===== config.mk =====
export PLATFORM = sky130hd
export DESIGN_NAME = logic_unit_scheduler_flat
export DESIGN_NICKNAME = d
export VERILOG_FILES = /design/src/rtl/logic_unit_scheduler_if.sv /design/src/rtl/logic_unit_scheduler.sv /design/src/flat_wrapper.sv
export SDC_FILE = /design/constraint.sdc
export NUM_CORES = 1
export LEC_CHECK = 0
export CAP_MARGIN = 15
export CORE_MARGIN = 8
export CORE_UTILIZATION = 36
export DETAILED_ROUTE_END_ITERATION = 6
export PLACE_DENSITY = 0.69
export SLEW_MARGIN = 20
export SYNTH_ARGS = -nofsm -noshare
export SYNTH_HDL_FRONTEND = slang
export SYNTH_SLANG_ARGS = --single-unit

===== constraint.sdc =====
create_clock -name clk -period 2.4 [get_ports clk]
set_input_delay 0.36 -clock clk [delete_from_list [all_inputs] [get_ports clk]]
set_output_delay 0.36 -clock clk [all_outputs]
set_load 0.05 [all_outputs]

===== src/rtl/logic_unit_scheduler_if.sv =====
// Request/response bundle for the shared logic-unit scheduler.
// master = client side, slave = scheduler side.
interface logic_unit_scheduler_if #(
  parameter int NUM_REQ = 4,
  parameter int DATA_W  = 8
);
  localparam int ID_W = (NUM_REQ > 1) ? $clog2(NUM_REQ) : 1;

  logic [NUM_REQ-1:0]        req_valid;
  logic [NUM_REQ-1:0]        req_ready;
  logic [NUM_REQ*DATA_W-1:0] req_a;
  logic [NUM_REQ*DATA_W-1:0] req_b;
  logic [NUM_REQ*3-1:0]      req_op;
  logic                      rsp_valid;
  logic                      rsp_ready;
  logic [DATA_W-1:0]         rsp_data;
  logic [ID_W-1:0]           rsp_id;

  modport master (
    output req_valid, req_a, req_b, req_op, rsp_ready,
    input  req_ready, rsp_valid, rsp_data, rsp_id
  );

  modport slave (
    input  req_valid, req_a, req_b, req_op, rsp_ready,
    output req_ready, rsp_valid, rsp_data, rsp_id
  );
endinterface


===== src/rtl/logic_unit_scheduler.sv =====
// Round-robin shared bitwise logic unit with one registered response slot.
// Define LU_STATS_EN to add saturating per-requester grant counters (grant_cnt).
module logic_unit_scheduler #(
  parameter int NUM_REQ = 4,
  parameter int DATA_W  = 8,
  parameter int CNT_W   = 16
) (
  input  logic clk,
  input  logic rst_n,
  logic_unit_scheduler_if.slave bus
`ifdef LU_STATS_EN
  ,
  output logic [NUM_REQ*CNT_W-1:0] grant_cnt
`endif
);
  localparam int ID_W = (NUM_REQ > 1) ? $clog2(NUM_REQ) : 1;

  typedef enum logic {EMPTY, FULL} state_t;

  state_t            state_q, state_d;
  logic [ID_W-1:0]   ptr_q, ptr_d;
  logic [DATA_W-1:0] data_q, data_d;
  logic [ID_W-1:0]   id_q, id_d;

  logic              found;
  logic [ID_W-1:0]   grant;
  logic              accept_ok;
  logic              accept;
  logic [DATA_W-1:0] op_a, op_b, res;
  logic [2:0]        op;

  always_comb begin
    found = 1'b0;
    grant = '0;
    for (int k = 0; k < NUM_REQ; k++) begin
      int j;
      j = int'(ptr_q) + k;
      if (j >= NUM_REQ) j = j - NUM_REQ;
      if (!found && bus.req_valid[j]) begin
        found = 1'b1;
        grant = ID_W'(j);
      end
    end
  end

  // Gated by rst_n so no request is acknowledged while reset is held.
  assign accept_ok = (state_q == EMPTY) || bus.rsp_ready;
  assign accept    = found && accept_ok && rst_n;

  always_comb begin
    bus.req_ready = '0;
    if (accept) bus.req_ready[grant] = 1'b1;
  end

  assign op_a = bus.req_a[int'(grant)*DATA_W +: DATA_W];
  assign op_b = bus.req_b[int'(grant)*DATA_W +: DATA_W];
  assign op   = bus.req_op[int'(grant)*3 +: 3];

  always_comb begin
    res = '0;
    unique case (op)
      3'd0: res = op_a & op_b;
      3'd1: res = op_a | op_b;
      3'd2: res = ~op_a;
      3'd3: res = ~op_b;
      3'd4: res = ~(op_a & op_b);
      3'd5: res = ~(op_a | op_b);
      3'd6: res = op_a ^ op_b;
      3'd7: res = ~(op_a ^ op_b);
    endcase
  end

  always_comb begin
    state_d = state_q;
    ptr_d   = ptr_q;
    data_d  = data_q;
    id_d    = id_q;
    unique case (state_q)
      EMPTY: if (accept) state_d = FULL;
      FULL:  if (bus.rsp_ready && !accept) state_d = EMPTY;
      default: state_d = EMPTY;
    endcase
    if (accept) begin
      data_d = res;
      id_d   = grant;
      ptr_d  = (grant == ID_W'(NUM_REQ - 1)) ? '0 : grant + 1'b1;
    end
  end

  always_ff @(posedge clk or negedge rst_n) begin
    if (!rst_n) begin
      state_q <= EMPTY;
      ptr_q   <= '0;
      data_q  <= '0;
      id_q    <= '0;
    end else begin
      state_q <= state_d;
      ptr_q   <= ptr_d;
      data_q  <= data_d;
      id_q    <= id_d;
    end
  end

  assign bus.rsp_valid = (state_q == FULL);
  assign bus.rsp_data  = data_q;
  assign bus.rsp_id    = id_q;

`ifdef LU_STATS_EN
  logic [CNT_W-1:0] cnt_q [NUM_REQ];
  logic [CNT_W-1:0] cnt_d [NUM_REQ];

  always_comb begin
    for (int i = 0; i < NUM_REQ; i++) begin
      cnt_d[i] = cnt_q[i];
      if (accept && (grant == ID_W'(i)) && (cnt_q[i] != {CNT_W{1'b1}}))
        cnt_d[i] = cnt_q[i] + 1'b1;
    end
  end

  always_ff @(posedge clk or negedge rst_n) begin
    if (!rst_n) begin
      for (int i = 0; i < NUM_REQ; i++) cnt_q[i] <= '0;
    end else begin
      for (int i = 0; i < NUM_REQ; i++) cnt_q[i] <= cnt_d[i];
    end
  end

  always_comb begin
    for (int i = 0; i < NUM_REQ; i++)
      grant_cnt[i*CNT_W +: CNT_W] = cnt_q[i];
  end
`endif
endmodule


===== src/flat_wrapper.sv =====
// flat-port wrapper written by rule: the top's interface ports become plain ports
module logic_unit_scheduler_flat 
#(
  parameter int NUM_REQ = 4,
  parameter int DATA_W  = 8,
  parameter int CNT_W   = 16
)
  (clk, rst_n, bus_req_valid, bus_req_a, bus_req_b, bus_req_op, bus_rsp_ready, bus_req_ready, bus_rsp_valid, bus_rsp_data, bus_rsp_id);
  logic_unit_scheduler_if #(.NUM_REQ(NUM_REQ), .DATA_W(DATA_W)) bus_i ();
  input  logic clk;
  input  logic rst_n;
  input wire logic [$bits(bus_i.req_valid)-1:0] bus_req_valid;
  input wire logic [$bits(bus_i.req_a)-1:0] bus_req_a;
  input wire logic [$bits(bus_i.req_b)-1:0] bus_req_b;
  input wire logic [$bits(bus_i.req_op)-1:0] bus_req_op;
  input wire logic [$bits(bus_i.rsp_ready)-1:0] bus_rsp_ready;
  output wire logic [$bits(bus_i.req_ready)-1:0] bus_req_ready;
  output wire logic [$bits(bus_i.rsp_valid)-1:0] bus_rsp_valid;
  output wire logic [$bits(bus_i.rsp_data)-1:0] bus_rsp_data;
  output wire logic [$bits(bus_i.rsp_id)-1:0] bus_rsp_id;
  assign bus_i.req_valid = bus_req_valid;
  assign bus_i.req_a = bus_req_a;
  assign bus_i.req_b = bus_req_b;
  assign bus_i.req_op = bus_req_op;
  assign bus_i.rsp_ready = bus_rsp_ready;
  assign bus_req_ready = bus_i.req_ready;
  assign bus_rsp_valid = bus_i.rsp_valid;
  assign bus_rsp_data = bus_i.rsp_data;
  assign bus_rsp_id = bus_i.rsp_id;
  logic_unit_scheduler #(.NUM_REQ(NUM_REQ), .DATA_W(DATA_W), .CNT_W(CNT_W)) u_core (.clk(clk), .rst_n(rst_n), .bus(bus_i));
endmodule

---- Yosys cells after proc, flatten, opt, wreduce, memory -nomap -nowiden ----
Index checks and enable logic that the tools add are counted.
word-level totals
  output and inout port bits .............. 15
  bits of input ports ..................... 83
  logic and storage cells ................. 88
  register bits after elaboration ......... 13
operators by class
  $add $sub $neg .......................... 8
  $mul .................................... 1
  equal/unequal tests ..................... 8
  reduce and logical (&&, ||, !) cells .... 13
  magnitude comparators ................... 10
  mux-type cells .......................... 32
  shift operators ......................... 3
  bitwise operators ....................... 9
operators with widths
  cell                                                                 number
  < comparator 32 x 4 -> 1 bit (second input constant)                 4
  two-way mux 32 bit                                                   4
  greater-or-equal comparator 32 x 4 -> 1 bit (second input constant)  3
  subtractor 32 x 4 -> 32 bit (second input constant)                  3
  case mux 8 bit (8 select lines)                                      1
  variable part select 32 x 6 -> 8 bit                                 2
  NOT 8 bit                                                            5
  variable part select 12 x 32 -> 3 bit                                1
  two-way mux 1 bit                                                    15
  equality test 3 bit (second input constant)                          4
  two-way mux 2 bit                                                    5
  AND 8 bit                                                            1
  binary-select mux 1 bit (select 2 bit)                               4
  bitwise OR 8 bit                                                     1
  XOR 8 bit                                                            1
  logical AND 1 bit                                                    7
  adder 2 x 2 -> 3 bit (second input constant)                         2
  equality test 3 x 2 -> 1 bit (second input constant)                 2
  logical NOT 1 bit                                                    4
  multiplier 2 x 2 -> 4 bit (second input constant)                    1
  two-way mux 4 bit                                                    1
  subtractor 2 x 3 -> 4 bit (second input constant)                    1
  adder 2 x 1 -> 3 bit (second input constant)                         1
  equality test 3 x 1 -> 1 bit (second input constant)                 1
  other kinds (10)                                                     10

---- Depth between registers and ports, before layout ----
Gate-level depths: netlist (run 1).
  depth after elaboration ................. 21
  mapped depth ............................ 14
  gate-level depth less buffers ........... 13

---- Worst setup path before layout (run 1) ----
OpenSTA, ideal clock, no wires.
  kind .................................... reg-to-reg
  from .................................... reg u_core.ptr_q[0]
  to ...................................... reg u_core.data_q[0] (netlist: u_core.bus.rsp_data[0])
  period minus slack after synthesis ...... 2543 ps
  library setup time ...................... 79 ps
  arrival ................................. 2464 ps
  setup slack ............................. -143 ps
  data required time ...................... 2321 ps
  cell stages (with the launch flop) ...... 12
  path buffers ............................ 2
  path through ............................ dfrtp_1 nor2b_1 a211oi_2 nor2_1 buf_6 buf_2 mux2_2 ha_1 nor3_1 o211ai_1 nand4_1 a2bb2oi_1
between the ends
  word-level cells in the longest chain between the ends .. 19
  elaborated cells on any way between the ends .. 64
  those cells by class .................... add/sub (7); mul (1); order compare (4); eq/ne (7); shift (3); mux (25); bitwise (8); reduce/logical (9)
RTL lines
  element                                                               line                        source
  from (decl)                                                           logic_unit_scheduler.sv:21  logic [ID_W-1:0] ptr_q, ptr_d;
  from (signal assigned)                                                logic_unit_scheduler.sv:98  ptr_q <= ptr_d;
  branches (longest 14 deep; another with subtractor 32 x 4 -> 32 bit)  --
  two-way mux 2 bit (*)                                                 logic_unit_scheduler.sv:39  if (!found && bus.req_valid[j]) begin
  named net u_core.grant[1]                                             logic_unit_scheduler.sv:26  logic [ID_W-1:0] grant;
  multiplier 2 x 2 -> 4 bit (tied with other cells)                     logic_unit_scheduler.sv:57  assign op = bus.req_op[int'(grant)*3 +: 3];
  variable part select 12 x 32 -> 3 bit (tied with other cells)         logic_unit_scheduler.sv:57
  equality test 3 bit (tied with other cells)                           logic_unit_scheduler.sv:61  unique case (op)
  case mux 8 bit (8 select lines) (*)                                   logic_unit_scheduler.sv:61
  to (signal assigned)                                                  logic_unit_scheduler.sv:99  data_q <= data_d;
  to (decl)                                                             logic_unit_scheduler.sv:22  logic [DATA_W-1:0] data_q, data_d;
Mark *: on every way through the listed nets, which the timed path passes. The select of a mux whose other input is x is not followed.
A chain may end at the register's enable or synchronous reset.

---- Final worst setup path (run 1) ----
  from .................................... reg u_core.ptr_q[1]
  to ...................................... reg u_core.data_q[1] (netlist: u_core.bus.rsp_data[1])
between the ends
  word-level cells in the longest chain between the ends .. 19
  elaborated cells on any way between the ends .. 64
  those cells by class .................... add/sub (7); mul (1); order compare (4); eq/ne (7); shift (3); mux (25); bitwise (8); reduce/logical (9)
RTL lines
  element
  branches (longest 19 deep; another with subtractor 32 x 4 -> 32 bit)
Parallel ways; which one is timed is not known. The select of a mux whose other input is x is not followed.

==> metrics.csv, run 1 <==
metric,value,unit
XOR/XNOR Fraction of Synth Area,1.897,%
startpoint types,register,
Syn Nets,377,
number of DRC markers in iteration 0,98,
Mean Syn Cell Area,8.425,µm²
Synth Warn #,0,
Synth Flop Type,dfrtp_1,
Detailed Place HPWL,6177,µm
Final Max Slew Viols,0,
GRT Resource Usage Total,18.66,%
Post-Syn Area,2308,µm²
R2R Path Start,u_core.ptr_q[1],
RSZ-0062 raised after global routing,yes,
Worst R2R Setup Slack,-150,ps
final worst slack,-151.5,ps
min Tclk post-route,2551,ps
ys async rst share,100.0,%
largest net degree at the start of global routing,16,
Synth area leaders,"mux2i_1, dfrtp_1, ha_1",
Synth Area in Compound Gates,24.82,%
largest family of logic cells by synthesized area,compound AO/OA/AOI/OAI gates,
adder-cell share of the synthesized area,10.84,%
WP data required,2540,ps
capture point of the worst reg-to-reg path,u_core.bus.rsp_data[1],
sequential area share after synthesis,14.09,%
initial antenna violation count,0,
crit-path max FO,6,
post-placement cell count,479,
fraction of layout cells with a size suffix above 1,40.70,%
max_cap viols,0,
DRC violations left,0,
Synth top area share,14.31,%
worst slew pin tran,522.3,ps
CTS Root Cell,clkbuf_8,
vias,2734,
clock tree buffer depth,2,
hold crit path type,primary input to async pin,
Max Clock Freq,391.9,MHz
final core utilization,72.51,%
Worst R2R Path Depth,11,
number of routed nets with antenna violations,0,
Worst IR Drop VDD,0.8486,mV
Post-Synth Simple-Gate Area,18.86,%
die area,9230,µm²
antenna fix cells,0,
"FF+latch count, synth",13,
Layout Skew,4.267,ps
WL/cell,17.66,µm
TritonCTS Buffers,3,
core outline area,6277,µm²
chip height,96.08,µm
Ports,98,
vias per cell,5.393,
Worst Setup End Kind,register,
clk slew on worst S/H paths,60,ps
Setup CP Type,register to register,
Synth-to-Final Area Change,97.18,%
fillers,454,
Final period util,106.3,%
Initial Utilization,36.77,%
first-pass GRT wire length,13840,µm
Nets,534,
clock latency on the worst-skew pair,250,ps
outcome,"complete, but fails checks",
leakage power,1.938,nW
post-synthesis cell type count,50,
mux contribution to synthesized area,19.19,%
Total Wirelength,8952,µm
Port Buffers,97,
Final Hold Vio Count,0,
final non-filler cell total,507,
Max-slew headroom,65.07,%
Num Clock Sinks,13,
"Hold-fix buffers, CTS",0,
Cells after Synth,274,
final setup fails,10,
Critical Path AT,2690,ps
H-tree Lvls,1,
failing checks,setup timing,
GPL Wtd Cong,0.9102,
Post-synth EDFFs,0,
number of global-route vias before repair,2921,
Synth area leader,mux2i_1,
CTS tree,built,
std cell rows,29,
Die W,96.08,µm
gr ovfl total,0,
PwrDens,1132,nW/µm²
DRT Pass-1 Iters,4,
power breakdown:
part / leakage [nW] / total (mW) / internal [mW] / switching, mW
Sequential: 0.153 / 0.399 / 0.316 / 0.0833
Combinational: 1.76 / 4.55 / 2.30 / 2.24
Clock: 0.0228 / 0.206 / 0.118 / 0.0878
registers in the layout (all words and copies together) (netlist names):
signal,cells
u_core.bus.rsp_data,8
u_core.bus.rsp_valid,1
u_core.bus.rsp_id,2
u_core.ptr_q,2
routing by layer:
metal  up-vias  routed length (µm)  track usage (%)
met5         -                   0                0
met4         0                 174            4.481
met3        13                 633            3.042
met2       106                4652            34.39
met1      1304                3492            21.75
li1       1311                   -                -
Yosys cell counts, types with 4 or more instances:
master	count
a211o_1	11
a211oi_2	5
a21oi_1	4
a221oi_2	4
and2_1	7
and3_1	5
buf_2	5
buf_6	5
dfrtp_1	13
ha_1	20
inv_1	18
mux2_2	10
mux2i_1	33
nand2_1	30
nand3_1	11
nand4_1	6
nor2_1	6
nor3_1	11
o211ai_1	6
o21ai_0	15
xnor2_1	5
critical path: stages (launching register included):
cell	delay (ps)
dfrtp_2	450
nand2_4	80
a211oi_4	300
nor2_4	100
buf_12	160
buf_12	130
mux2_4	320
ha_4	280
nor3_2	40
o211ai_1	230
nand4_1	160
a2bb2oi_2	180
area by class of cell:
cell class                      instances  area (µm²)  share of cell area (%)
Inverter                               20       92.59                   2.034
Timing Repair inverter                  2       31.28                  0.6872
Multi-Input combinational cell        222        2242                   49.26
Clock buffer                            4       45.04                  0.9896
Sequential cell                        13       327.8                   7.202
Tap cell                               77       96.34                   2.117
Timing Repair Buffer                  169        1717                   37.71
metrics by stage:
stage | worst slack (ps) | instance area (µm²) | power, mW | hold slack, ps | setup TNS, ps
2_1_floorplan | -34.78 | 2409 | 2.623 | 64.41 | -89.84
3_3_place_gp | -622.8 | 3737 | 3.612 | 471.2 | -5645
3_5_place_dp | -735.0 | 3737 | 3.676 | 483.8 | -6514
4_1_cts | -86.93 | 4220 | 4.552 | 459.7 | -447.4
5_1_grt | -258.3 | 4552 | 5.466 | 463.2 | -1992
6_report | -151.5 | 4552 | 5.152 | 450.1 | -1060
worst max-delay path by stage:
| stage | from | endpoint | slack, ps | cells after the start |
|---|---|---|---|---|
| finish | u_core.ptr_q[1] | u_core.bus.rsp_data[1] | -150 | 11 |
| global route | u_core.ptr_q[0] | u_core.bus.rsp_data[7] | -260 | 13 |
| detailed placement | bus_req_valid[2] | u_core.bus.rsp_data[0] | -740 | 13 |
| CTS | u_core.ptr_q[0] | u_core.bus.rsp_data[2] | -90 | 13 |
| floorplan | u_core.ptr_q[0] | u_core.bus.rsp_data[1] | -30 | 13 |
| global placement | bus_req_valid[1] | u_core.bus.rsp_data[7] | -620 | 14 |
logic make-up after synthesis:
group / after synthesis
xor+xnor: 5
fa+ha+maj: 20
compound gates: 68
simple gates: 86
flops: 13
buf+inv: 39
mux: 43
cells in the final DEF (no fill, tap or decap), types with 4 or more instances in the layout:
master	count
o21ai_1	6
o21ai_0	5
inv_1	15
a221oi_2	5
a211o_1	11
mux2i_4	8
mux2i_1	21
a211oi_4	4
clkdlybuf4s50_1	89
nor3_1	5
ha_1	9
buf_6	6
o211ai_1	6
nand2_1	28
and2_1	6
buf_12	12
mux2_4	10
nor2_1	5
dfrtp_1	11
ha_4	10
nand4_1	6
buf_4	56
nand3_1	10
nor3_2	5
mux2i_2	4
o21ai_2	7
what timing repair did:
item | CTS | global route
endpoints found under the hold margin | 0 | 0
resized for setup | 64 | 53
buffers inserted | 12 | 9
gates cloned | 4 | 0
pin swaps | 20 | 25
endpoints found under the setup margin | 12 | 12
Power figures use the tool's default switching activity.
==> run 2: changes to the inputs <==
--- a/config.mk
+++ b/config.mk
@@ -5,7 +5,7 @@
 export SDC_FILE = /design/constraint.sdc
 export NUM_CORES = 1
 export LEC_CHECK = 0
-export CAP_MARGIN = 15
+export CAP_MARGIN = 10
 export CORE_MARGIN = 8
 export CORE_UTILIZATION = 36
 export DETAILED_ROUTE_END_ITERATION = 6
==> results of run 2 <==
Final layout, timing and power as in run 1 (identical DEF).
==> run 3: changes to the inputs <==
--- a/config.mk
+++ b/config.mk
@@ -9,7 +9,7 @@
 export CORE_MARGIN = 8
 export CORE_UTILIZATION = 36
 export DETAILED_ROUTE_END_ITERATION = 6
-export PLACE_DENSITY = 0.69
+export PLACE_DENSITY = 0.72
 export SLEW_MARGIN = 20
 export SYNTH_ARGS = -nofsm -noshare
 export SYNTH_HDL_FRONTEND = slang
==> metrics.csv, run 3 (synthesized netlist as in run 1, its figures left out) <==
metric,value,unit,change
Synth-to-Final Area Change,90.79,%,
DRC violations left,0,,unchanged
post-placement cell count,485,,+1.3%
Ports,98,,unchanged
number of global-route vias before repair,3087,,+5.7%
initial antenna violation count,0,,unchanged
Detailed Place HPWL,6604,µm,+6.9%
Worst IR Drop VDD,0.6986,mV,-18%
met3 Use GR,2.808,%,-0.23 points
clock tree buffer depth,2,,unchanged
Fin Setup TNS,-940.1,ps,+120.1 ps
critical path buffer and inverter count,2,,unchanged
Nets,540,,+1.1%
Worst R2R Path Depth,12,,+1
clk slew on worst S/H paths,60,ps,about the same
clock latency on the worst-skew pair,250,ps,about the same
"Largest stage delay, worst path",410,ps,-40 ps
vias,2763,,+1.1%
max reg flops,8,,unchanged
WP data required,2560,ps,+20 ps
Switch Pwr,2.360,mW,-2.3%
Seq pwr share,7.9,%,+0.2 points
antenna fix cells,0,,unchanged
Crit-path slowest cell,dfrtp_2,,
crit path capture,u_core.bus.rsp_data[4],,
std cell rows,29,,unchanged
M2 GR Usage,38.02,%,+3.6 points
met1 GRT Util,22.16,%,+0.41 points
Final Hold Vio Count,0,,unchanged
CTS tree,built,,
die area,9230,µm²,unchanged
worst path cell trace,nor2b_4 > o21ai_2 > o221a_1 > buf_12 > inv_8 > mux2i_1 > mux2_4 > ha_4 > nor3_4 > a211o_1 > a21oi_2 > a2bb2oi_1,,
Die W,96.08,µm,unchanged
startpoint types,register,,
final worst slack,-165.0,ps,-13.58 ps
number of DRC markers in iteration 0,94,,-4.1%
"commonest non-fill, non-tap cell in the layout",clkdlybuf4s50_1,,
Num Clock Sinks,13,,unchanged
Final Max Slew Viols,0,,unchanged
final setup fails,8,,-2
Worst R2R Setup Slack,-170,ps,about the same
Gate power share,88.0,%,-0.3 points
crit-path max FO,7,,+1
largest net degree at the start of global routing,18,,+2
R2R Path Start,u_core.ptr_q[0],,
first-pass GRT wire length,14810,µm,+7.0%
GPL Wtd Cong,0.8651,,-5.0%
WL/cell,18.31,µm,+3.7%
Layout Skew,7.433,ps,+3.167 ps
Initial Utilization,36.77,%,unchanged
outcome,"complete, but fails checks",,
"Hold-fix buffers, CTS",0,,unchanged
final non-filler cell total,513,,+1.2%
capture point of the worst reg-to-reg path,u_core.bus.rsp_data[4],,
vias per cell,5.386,,-0.12%
Total Wirelength,9395,µm,+4.9%
"commonest cells after routing, fill and taps aside","clkdlybuf4s50_1, buf_4, nand2_1, mux2i_1, inv_1",,
Pint,2.594,mW,-5.2%
chip height,96.08,µm,unchanged
Clk pwr share,4.1,%,about the same
H-tree Lvls,1,,unchanged
critical path depth in cells,12,,+1
Critical Path AT,2730,ps,+40 ps
TritonCTS Buffers,3,,unchanged
min Tclk post-route,2565,ps,+13.57 ps
Worst Setup End Kind,register,,
Port Buffers,97,,unchanged
Final period util,106.9,%,+0.57 points
worst slew pin tran,589.6,ps,+67.29 ps
GRT Max-Usage Layer,met2,,
Max-slew headroom,59.92,%,-5.2 points
DRT Pass-1 Iters,4,,unchanged
Setup CP Type,register to register,,
RSZ-0062 raised after global routing,yes,,
Max Clock Freq,389.9,MHz,-0.53%
"delay-heaviest family, CP",compound AO/OA/AOI/OAI gates,,
Setup crit start,u_core.ptr_q[0],,
switching power share of the total,47.64,%,+0.77 points
max_cap viols,0,,unchanged
GRT Resource Usage Total,20.04,%,+1.4 points
fraction of layout cells with a size suffix above 1,39.22,%,-1.5 points
core outline area,6277,µm²,unchanged
leakage power,1.926,nW,-0.63%
failing checks,setup timing,,
PwrDens,1125,nW/µm²,-0.63%
gr ovfl total,0,,unchanged
number of routed nets with antenna violations,0,,unchanged
hold crit path type,primary input to async pin,,
CTS Root Cell,clkbuf_8,,
## run 3: cell count changes in the layout (fill, tap and decap cells not counted), moves of 3 or more
cell     delta
and3_1      -3
and3_4      +3
buf_12      -6
buf_4      +10
ha_4        -4
mux2i_1     +4
mux2i_4     -4
## run 3: per-stage QoR
| stage | total power [mW] | instance area, µm² | hold WS [ps] | setup slack [ps] | util [%] |
|---|---|---|---|---|---|
| floorplan | 2.623 | 2409 | 64.41 | -34.78 | - |
| detailed placement | 3.740 | 3770 | 480.0 | -758.7 | 60.06 |
| global placement | 3.644 | 3770 | 469.0 | -693.8 | 60.06 |
| finish | 4.954 | 4404 | 449.7 | -165.0 | 70.16 |
| CTS | 4.650 | 4289 | 457.3 | -99.45 | 68.33 |
| global route | 5.246 | 4404 | 484.3 | -283.0 | 70.16 |
## run 3: layout make-up
| class | count | area (µm²) |
|---|---|---|
| Timing Repair inverter | 3 | 47.55 |
| Multi-Input combinational cell | 222 | 2121 |
| Sequential cell | 13 | 327.8 |
| Inverter | 20 | 90.09 |
| Clock buffer | 4 | 45.04 |
| Fill cell | 496 | 1873 |
| Tap cell | 77 | 96.34 |
| Timing Repair Buffer | 174 | 1677 |
## run 3: worst min-delay path by stage
stage               cells past startpoint                endpoint  slack, ps                 start
floorplan                               0  u_core.bus.rsp_data[0]         60                 rst_n
global placement                        2    u_core.bus.rsp_id[0]        470  u_core.bus.rsp_id[0]
detailed placement                      2    u_core.bus.rsp_id[1]        480  u_core.bus.rsp_id[1]
CTS                                     2    u_core.bus.rsp_valid        460                 rst_n
global route                            2    u_core.bus.rsp_valid        480                 rst_n
finish                                  2    u_core.bus.rsp_valid        450                 rst_n
## run 3: power by group through the flow
stage | clock network, mW | logic (mW) | registers (mW)
after floorplan | 0 | 1.97 | 0.648
after global placement | 0 | 3.26 | 0.386
after detailed placement | 0 | 3.35 | 0.387
after CTS | 0.204 | 4.06 | 0.385
after global routing | 0.218 | 4.62 | 0.405
final | 0.205 | 4.36 | 0.391
## run 3: what timing repair did
| action | 4_1_cts | 5_1_grt |
|---|---|---|
| resized for setup | 70 | 28 |
| buffers inserted | 17 | 2 |
| endpoints found under the setup margin | 12 | 12 |
| gates cloned | 5 | 0 |
| pin swaps | 24 | 18 |
## run 3: metal layers
| layer | vias to the layer above | wire length [µm] |
|---|---|---|
| met4 | 0 | 198 |
| met5 | - | 0 |
| met3 | 16 | 626 |
| li1 | 1326 | - |
| met1 | 1308 | 3639 |
| met2 | 113 | 4930 |
